===== src/rtl/opcode_fetch_unit_if.sv =====
// Byte-wide read port between the fetch unit and instruction memory.
// The fetch unit is the master: it holds mem_req/mem_addr until memory
// answers with mem_ack, and mem_rdata is valid in that same cycle.
interface opcode_fetch_unit_if;
  logic        mem_req;
  logic [15:0] mem_addr;
  logic        mem_ack;
  logic [7:0]  mem_rdata;

  modport master (
    output mem_req,
    output mem_addr,
    input  mem_ack,
    input  mem_rdata
  );

  modport slave (
    input  mem_req,
    input  mem_addr,
    output mem_ack,
    output mem_rdata
  );
endinterface


===== src/rtl/opcode_fetch_unit.sv =====
// Opcode/immediate fetch stage in front of the microcoded control unit.
// Holds the PC, reads opcode and operand bytes over a req/ack port, and
// pulses toggle_cb whenever the control unit must swap base/CB tables.
//
// state   | meaning
// IDLE    | no fetch in progress; pc_load, fetch_op and fetch_imm sampled here
// OP      | reading the opcode byte at PC
// CB_OP   | reading the byte that follows a CB prefix (never a prefix itself)
// IMM_LO  | reading the low operand byte
// IMM_HI  | reading the high operand byte (imm16 only)
module opcode_fetch_unit #(
  parameter logic [15:0] RESET_PC  = 16'h0000,
  parameter logic [7:0]  CB_PREFIX = 8'hCB
) (
  input  logic        clock,
  input  logic        reset,
  input  logic        fetch_op_i,
  input  logic [1:0]  fetch_imm_i,
  input  logic        pc_load_i,
  input  logic [15:0] pc_load_value_i,
  opcode_fetch_unit_if.master mem,
  output logic [7:0]  inst_buffer_o,
  output logic        inst_valid_o,
  output logic        toggle_cb_o,
  output logic [15:0] imm_data_o,
  output logic        imm_valid_o,
  output logic [15:0] pc_o,
  output logic        busy_o
);

  typedef enum logic [2:0] {
    S_IDLE   = 3'd0,
    S_OP     = 3'd1,
    S_CB_OP  = 3'd2,
    S_IMM_LO = 3'd3,
    S_IMM_HI = 3'd4
  } state_e;

  state_e      state_q, state_d;
  logic [15:0] pc_q, pc_d;
  logic        cb_active_q, cb_active_d;
  logic [7:0]  inst_buffer_q, inst_buffer_d;
  logic [15:0] imm_data_q, imm_data_d;
  logic        imm16_q, imm16_d;
  logic        inst_valid_q, inst_valid_d;
  logic        imm_valid_q, imm_valid_d;
  logic        toggle_cb_q, toggle_cb_d;

  logic idle;
  logic accept_op;
  logic accept_imm;
  logic ack;
  logic is_prefix;

  // Request decode; fetch_op outranks fetch_imm, which is then dropped
  always_comb begin
    idle       = (state_q == S_IDLE);
    accept_op  = idle && fetch_op_i;
    accept_imm = idle && !fetch_op_i && (fetch_imm_i != 2'd0);
    ack        = !idle && mem.mem_ack;
    is_prefix  = (mem.mem_rdata == CB_PREFIX);
  end

  // FSM state register
  always_ff @(posedge clock) begin
    if (reset) begin
      state_q <= S_IDLE;
    end else begin
      state_q <= state_d;
    end
  end

  // FSM next-state logic; every non-idle state waits indefinitely for ack
  always_comb begin
    state_d = state_q;
    case (state_q)
      S_IDLE: begin
        if (accept_op) begin
          state_d = S_OP;
        end else if (accept_imm) begin
          state_d = S_IMM_LO;
        end
      end
      S_OP: begin
        if (ack) begin
          state_d = is_prefix ? S_CB_OP : S_IDLE;
        end
      end
      S_CB_OP: begin
        if (ack) begin
          state_d = S_IDLE;
        end
      end
      S_IMM_LO: begin
        if (ack) begin
          state_d = imm16_q ? S_IMM_HI : S_IDLE;
        end
      end
      S_IMM_HI: begin
        if (ack) begin
          state_d = S_IDLE;
        end
      end
      default: state_d = S_IDLE;
    endcase
  end

  // FSM outputs: the memory port is driven from state and PC only
  always_comb begin
    mem.mem_req   = (state_q != S_IDLE);
    mem.mem_addr  = pc_q;
    busy_o        = (state_q != S_IDLE);
    inst_buffer_o = inst_buffer_q;
    inst_valid_o  = inst_valid_q;
    toggle_cb_o   = toggle_cb_q;
    imm_data_o    = imm_data_q;
    imm_valid_o   = imm_valid_q;
    pc_o          = pc_q;
  end

  // Datapath next values: PC, buffers and the one-cycle pulses
  always_comb begin
    pc_d          = pc_q;
    cb_active_d   = cb_active_q;
    inst_buffer_d = inst_buffer_q;
    imm_data_d    = imm_data_q;
    imm16_d       = imm16_q;
    inst_valid_d  = 1'b0;
    imm_valid_d   = 1'b0;
    toggle_cb_d   = 1'b0;

    // A load in IDLE lands before the request, so the first read uses it
    if (idle && pc_load_i) begin
      pc_d = pc_load_value_i;
    end
    if (ack) begin
      pc_d = pc_q + 16'd1;
    end

    // Put the control unit back on the base table before the next opcode
    if (accept_op && cb_active_q) begin
      cb_active_d = 1'b0;
      toggle_cb_d = 1'b1;
    end

    if (accept_imm) begin
      imm16_d = fetch_imm_i[1];
    end

    if (ack) begin
      case (state_q)
        S_OP: begin
          if (is_prefix) begin
            cb_active_d = 1'b1;
            toggle_cb_d = 1'b1;
          end else begin
            inst_buffer_d = mem.mem_rdata;
            inst_valid_d  = 1'b1;
          end
        end
        S_CB_OP: begin
          inst_buffer_d = mem.mem_rdata;
          inst_valid_d  = 1'b1;
        end
        S_IMM_LO: begin
          imm_data_d[7:0] = mem.mem_rdata;
          if (!imm16_q) begin
            imm_data_d[15:8] = 8'h00;
            imm_valid_d      = 1'b1;
          end
        end
        S_IMM_HI: begin
          imm_data_d[15:8] = mem.mem_rdata;
          imm_valid_d      = 1'b1;
        end
        default: ;
      endcase
    end
  end

  // Datapath registers; reset abandons any in-flight read and its ack
  always_ff @(posedge clock) begin
    if (reset) begin
      pc_q          <= RESET_PC;
      cb_active_q   <= 1'b0;
      inst_buffer_q <= 8'h00;
      imm_data_q    <= 16'h0000;
      imm16_q       <= 1'b0;
      inst_valid_q  <= 1'b0;
      imm_valid_q   <= 1'b0;
      toggle_cb_q   <= 1'b0;
    end else begin
      pc_q          <= pc_d;
      cb_active_q   <= cb_active_d;
      inst_buffer_q <= inst_buffer_d;
      imm_data_q    <= imm_data_d;
      imm16_q       <= imm16_d;
      inst_valid_q  <= inst_valid_d;
      imm_valid_q   <= imm_valid_d;
      toggle_cb_q   <= toggle_cb_d;
    end
  end

endmodule


===== src/flat_wrapper.sv =====
// flat-port wrapper written by rule: the top's interface ports become plain ports
module opcode_fetch_unit_flat 
#(
  parameter logic [15:0] RESET_PC  = 16'h0000,
  parameter logic [7:0]  CB_PREFIX = 8'hCB
)
  (clock, reset, fetch_op_i, fetch_imm_i, pc_load_i, pc_load_value_i, inst_buffer_o, inst_valid_o, toggle_cb_o, imm_data_o, imm_valid_o, pc_o, busy_o, mem_mem_req, mem_mem_addr, mem_mem_ack, mem_mem_rdata);
  opcode_fetch_unit_if mem_i ();
  input  logic clock;
  input  logic reset;
  input  logic fetch_op_i;
  input  logic [1:0] fetch_imm_i;
  input  logic pc_load_i;
  input  logic [15:0] pc_load_value_i;
  output logic [7:0] inst_buffer_o;
  output logic inst_valid_o;
  output logic toggle_cb_o;
  output logic [15:0] imm_data_o;
  output logic imm_valid_o;
  output logic [15:0] pc_o;
  output logic busy_o;
  output wire logic [$bits(mem_i.mem_req)-1:0] mem_mem_req;
  output wire logic [$bits(mem_i.mem_addr)-1:0] mem_mem_addr;
  input wire logic [$bits(mem_i.mem_ack)-1:0] mem_mem_ack;
  input wire logic [$bits(mem_i.mem_rdata)-1:0] mem_mem_rdata;
  assign mem_mem_req = mem_i.mem_req;
  assign mem_mem_addr = mem_i.mem_addr;
  assign mem_i.mem_ack = mem_mem_ack;
  assign mem_i.mem_rdata = mem_mem_rdata;
  opcode_fetch_unit #(.RESET_PC(RESET_PC), .CB_PREFIX(CB_PREFIX)) u_core (.clock(clock), .reset(reset), .fetch_op_i(fetch_op_i), .fetch_imm_i(fetch_imm_i), .pc_load_i(pc_load_i), .pc_load_value_i(pc_load_value_i), .mem(mem_i), .inst_buffer_o(inst_buffer_o), .inst_valid_o(inst_valid_o), .toggle_cb_o(toggle_cb_o), .imm_data_o(imm_data_o), .imm_valid_o(imm_valid_o), .pc_o(pc_o), .busy_o(busy_o));
endmodule

===== config.mk =====
export PLATFORM = sky130hd
export DESIGN_NAME = opcode_fetch_unit_flat
export DESIGN_NICKNAME = d
export VERILOG_FILES = /design/src/rtl/opcode_fetch_unit_if.sv /design/src/rtl/opcode_fetch_unit.sv /design/src/flat_wrapper.sv
export SDC_FILE = /design/constraint.sdc
export NUM_CORES = 1
export LEC_CHECK = 0
export ABC_AREA = 1
export CAP_MARGIN = 10
export CORE_MARGIN = 8
export CORE_UTILIZATION = 25
export CTS_BUF_LIST = sky130_fd_sc_hd__clkbuf_4
export DETAILED_ROUTE_END_ITERATION = 16
export HOLD_SLACK_MARGIN = 0.06
export PLACE_DENSITY = 0.51
export SLEW_MARGIN = 30
export SYNTH_ARGS = -nofsm -noshare
export SYNTH_HDL_FRONTEND = slang
export SYNTH_SLANG_ARGS = --single-unit

===== constraint.sdc =====
create_clock -name clock -period 2.1 [get_ports clock]
set_clock_uncertainty 0.15 [all_clocks]
set_input_delay 0.42 -clock clock [delete_from_list [all_inputs] [get_ports clock]]
set_output_delay 0.42 -clock clock [all_outputs]
set_load 0.005 [all_outputs]

# Yosys cells after proc, flatten, opt, wreduce, memory -nomap -nowiden
# Index checks and enable logic that the tools add are counted.
[word_totals] out_inout_bits=61 elab_cells=69 input_bits=31 romBits=0 regBits=48 latch_bits=0 memories=0 mem_bits_rw=0
[classes] n_mul=0 div_mod_pow=0 n_addsub=1 magnitude_cmp=0 n_bitwise=1 shift=0 n_reduce_logical=20 eq_ne=11 n_mux=26
[ops] op="two-way mux 16 bit" count=2
[ops] op="one-hot mux 8 bit (2 select lines)" count=2
[ops] op="two-way mux 3 bit" count=6
[ops] op="adder 16 x 1 -> 16 bit (second input constant)" count=1
[ops] op="two-way mux 8 bit" count=2
[ops] op="one-hot mux 3 bit (4 select lines)" count=1
[ops] op="two-way mux 1 bit" count=10
[ops] op="equality test 8 bit (second input constant)" count=1
[ops] op="nonzero test 2 bit" count=4
[ops] op="equality test 3 x 2 -> 1 bit (second input constant)" count=2
[ops] op="logical AND 1 bit" count=6
[ops] op="inequality test 2 x 1 -> 1 bit (second input constant)" count=3
[ops] op="AND reduction 3 bit" count=2
[ops] op="inequality test 2 bit (second input constant)" count=2
[ops] op="one-hot mux 1 bit (2 select lines)" count=2
[ops] op="AND reduction 4 bit" count=1
[ops] op="OR reduction 2 bit" count=2
[ops] op="equality test 3 x 1 -> 1 bit (second input constant)" count=1
[ops] op="equality test 3 bit (second input constant)" count=1
[ops] op="logical NOT 3 bit" count=1
[ops] op="inequality test 3 bit (second input constant)" count=1
[ops] op="nonzero test 3 bit" count=1
[ops] op="logical NOT 1 bit" count=2
[ops] op="two-way mux 2 bit" count=1
[ops] op="2 further kinds" count=2

# Logic depth before layout (Yosys ltp)
[logic_depth] ltp_word=7 depth_mapped=10 depth_no_buf=10

# Worst setup path after synthesis
# Ideal clock, no wire load.
[synth_path] path_type="register to register" startpoint="register u_core.pc_q[0], in the netlist u_core.mem.mem_addr[0]" endpoint="register u_core.pc_q[8], in the netlist u_core.mem.mem_addr[8]" stages_incl_launch_ff=9 setup_time_ns=0.133 n_path_buf=0 slack_ns=0.587 period_less_slack_ns=1.513 t_arrival_ns=1.230 path_cell_list="dfxtp_1 -> ha_1 -> nand2_1 -> nor2_1 -> nand2_1 -> xor2_1 -> nand2_1 -> nand2_1 -> a21oi_1"
[synth_via] elab_chain_cells=2
[synth_lines] item="start, declared" line_no="opcode_fetch_unit.sv:40" text="logic [15:0] pc_q, pc_d;"
[synth_lines] item="start signal, assigned" line_no="opcode_fetch_unit.sv:193" text="pc_q <= pc_d;"
[synth_lines] item="adder 16 x 1 -> 16 bit" line_no="opcode_fetch_unit.sv:137" text="pc_d = pc_q + 16'd1;"
[synth_lines] item="two-way mux 16 bit" line_no="opcode_fetch_unit.sv:136" text="if (ack) begin"
# No other way between the ends.
# A chain may end at the register's enable or synchronous reset.

# Worst setup path after layout
[layout_path] startpoint="register u_core.state_q[0]" endpoint="output port mem_mem_req"
[layout_via] elab_chain_cells=1
[layout_lines] item="start, declared" line_no="opcode_fetch_unit.sv:39" text="state_e state_q, state_d;"
[layout_lines] item="start signal, assigned" line_no="opcode_fetch_unit.sv:69" text="state_q <= state_d;"
[layout_lines] item="nonzero test 3 bit" line_no="opcode_fetch_unit.sv:110" text="mem.mem_req = (state_q != S_IDLE);"
[layout_lines] item="end, declared" line_no="flat_wrapper.sv:22" text="output wire logic [$bits(mem_i.mem_req)-1:0] mem_mem_req;"
# No other way between the ends.

==> impl_metrics.yaml <==
die:
  initial_utilization_pct: 25.4
  floorplan.rows: 36
  die_area_um2: 13200
  core_area_um2: 9640
  die-height_um: 115
  ios: 92
  chipWidth_um: 115
setup_path:
  worst_r2r_startpoint: "u_core.mem.mem_addr[0]"
  setup.worst_path.end_class: "output port"
  critPathRequiredTime_ps: 1530
  cp-startpoint: "u_core.state_q[0]"
  critPathArrivalTime_ps: 1460
  worst-setup-path-type: "register to output port"
  startpoint_type: "register"
  crit_fanout: 6
place:
  gpl_wtd_cong: 0.828
  numPortBuffers: 91
  dpl.hpwl_um: 6090
synth:
  synthDistinctLibCells: 30
  synth.top_cell.area_share_pct: 39.2
  seq_area_frac_synth_pct: 39.2
  netlist.top_cell.by_area: "dfxtp_1"
  avgSynthCellArea_um2: 6.82
  synth_area_leaders: "dfxtp_1 (39%), nand2_1 (14%), nor2_1 (7.4%)"
  yosysWarnings: 0
  postSynthNetCount: 391
  ys_ff_latch: 48
  post_synth_instance_area_um2: 2450
  synthesized_netlist_cell_count: 359
timing:
  min_period_over_period_pct: 96.6
  setup_viol: 0
  finalSetupTns_ps: 0
  tightestPinTransition_ps: 320
  rsz0062_at_grt: "false"
  timing.final.max_slew_violations: 0
  final_period_minus_worst_setup_slack_ps: 2030
  max_clock_freq_mhz: 493
  final-hold-violation-count: 0
  slew_headroom_pct: 78.6
grt:
  pin_count_of_the_biggest_net_entering_global_routing: 24
  globalRoute.totalOverflow: 0
  global_routing_usage_summed_across_all_routing_layers_pct: 11.8
  first_global_vias: 2493
  grt_first_pass_wirelength_um: 12400
  number_of_antenna_violations_at_the_first_check_in_global_routing: 0
route:
  vias: 2568
  drt_drc_violations_left: 0
  drtIter0Drc: 67
  wire_per_inst_um: 13.5
  postRouteWirelength_um: 7870
  drtAntennaViolNets: 0
  first_pass_iters: 4
  detail_route.vias_per_cell: 4.42
clock_network:
  cts.path.max_buffers: 2
  path_clk_slew_ps: 160
  clock_tree_from_tritoncts: "built"
  cts_setup_buffers: 0
  number_of_buffers_inserted_during_clock_tree_synthesis: 5
  count_of_h_tree_levels_built_during_cts: 2
  clk_root_buffer_cell: "clkbuf_4"
  clock_sinks: 48
  clock_insertion_delay_at_the_later_pin_of_the_skew_report_ps: 370
min_path:
  worstHoldStart: "u_core.imm_data_o[6]"
  hold_path_class: "register to register"
pwr:
  switching_power_w: 0.00118
  power_switching_share_pct: 37.0
  design_power_total_w: 0.00319
  share_comb_of_total_power_pct: 41.9
  powerDensity_nw_per_um2: 892
  seq_power_share_pct: 39.4
  share_clk_of_total_power_pct: 18.7
  power.ir.vdd_worst_v: 0.000295
  power.leakage_nw: 1.32
  internal_dissipation_w: 0.00201
layout:
  multi_input_area_um2: 1190
  drive_gt1_share_pct: 9.60
  seqCellArea_um2: 973
  antenna_cell_count: 0
  num-fill-cells: 1082
  nets: 479
  final_core_density_pct: 37.0
  layout-area-overhead-vs-synth_pct: 45.8
run_status:
  status: "finished, final reports clean"
flow_run:
  max-cap-violations: 0
==> cell usage in the layout (no fill, tap or decap), drive strengths merged, types with 2 or more instances in the layout <==
cell type      instances
nand4                  6
clkinv                 2
o21ai                 18
xnor2                  2
buf                   15
a21oi                 35
nand2                100
nor2                  51
dfxtp                 48
clkbuf                 5
inv                   30
xor2                   3
clkdlybuf4s50         91
nand3                 29
nor3                   4
==> synth_stat cells <==
cell      number
a31oi_1        1
nand2_2        2
nor3_1         4
clkinv_2       1
nand2_1       94
ha_1           1
o211ai_1       1
inv_1         24
inv_4          2
buf_2          1
nor2_4         1
inv_2          3
nand2_4        4
o22ai_1        1
nor2_2         2
o221ai_1       1
nand3_1       29
clkbuf_1       4
buf_6          2
a21oi_1       35
nor2_1        48
xnor2_1        2
o21ai_0       18
xor2_1         3
clkinv_1       1
o31ai_1        1
a211oi_2       1
buf_4         18
nand4_1        6
dfxtp_1       48
==> timing repair <==
item	CTS	global route
gates resized for setup	3	4
hold buffers	0	0
setup endpoints to repair	2	3
pin swaps	0	0
==> routing by layer <==
metal | part of all wire [%] | GRT usage [%] | vias up | wire length, µm
li1 | - | - | 1323 | -
met2 | 47 | 20.2 | 77 | 3670
met4 | 1.1 | 3.68 | 0 | 83
met1 | 43 | 13.1 | 1161 | 3360
met5 | 0 | 0 | - | 0
met3 | 9.6 | 4.57 | 7 | 758
==> metrics by stage <==
stage | area (µm²) | hold slack [ps] | worst slack, ps | cells
4_1_cts | 3560 | 327 | 9.10 | 581
5_1_grt | 3570 | 343 | 1.20 | 581
3_3_place_gp | 3470 | 300 | 121 | 573
6_report | 3570 | 323 | 70.4 | 581
2_1_floorplan | 2450 | 293 | 587 | 359
3_5_place_dp | 3470 | 304 | 92.4 | 573
==> registers in the layout, indices dropped and copies added, names as in the netlist <==
name / count
u_core.cb_active_q: 1
u_core.imm16_q: 1
u_core.imm_data_o: 16
u_core.imm_valid_o: 1
u_core.inst_buffer_o: 8
u_core.inst_valid_o: 1
u_core.mem.mem_addr: 16
u_core.state_q: 3
u_core.toggle_cb_o: 1
==> critical path, stage by stage (launching register included) <==
cell and delay (ps):
dfxtp_4 400, nor2_4 140, nand2_4 100, clkdlybuf4s50_1 460
==> final timing paths <==
kind	endpoint	slack (ps)	cells past startpoint
setup / recovery	mem_mem_req	70	3
hold / removal	u_core.imm_data_o[6]	320	2
setup reg to reg	u_core.mem.mem_addr[14]	430	7
hold reg to reg	u_core.imm_data_o[6]	320	2
==> logic make-up after synthesis <==
family	synth area share, %
simple gates	33.4
compound gates	12.8
buf+inv	12.3
flops	39.2
xor+xnor	1.79
fa+ha+maj	0.511
==> power groups by stage <==
stage	Combinational, W	Clock, W	Sequential [W]
5_1_grt	0.00148	0.000648	0.00129
6_report	0.00134	0.000595	0.00125
3_3_place_gp	0.00134	0	0.00126
2_1_floorplan	0.000796	0	0.00123
3_5_place_dp	0.00136	0	0.00127
4_1_cts	0.00136	0.000621	0.00125
==> area by class of cell <==
cell class | instances | area share, %
well taps | 133 | 4.66
clock inverters | 3 | 1.30
repair buffers | 106 | 29.0
clock buffers | 5 | 1.05
multi-input cells | 255 | 33.3
flip-flops and latches | 48 | 27.3
inverters | 31 | 3.43
No activity file was read; power rests on OpenSTA's default activity.
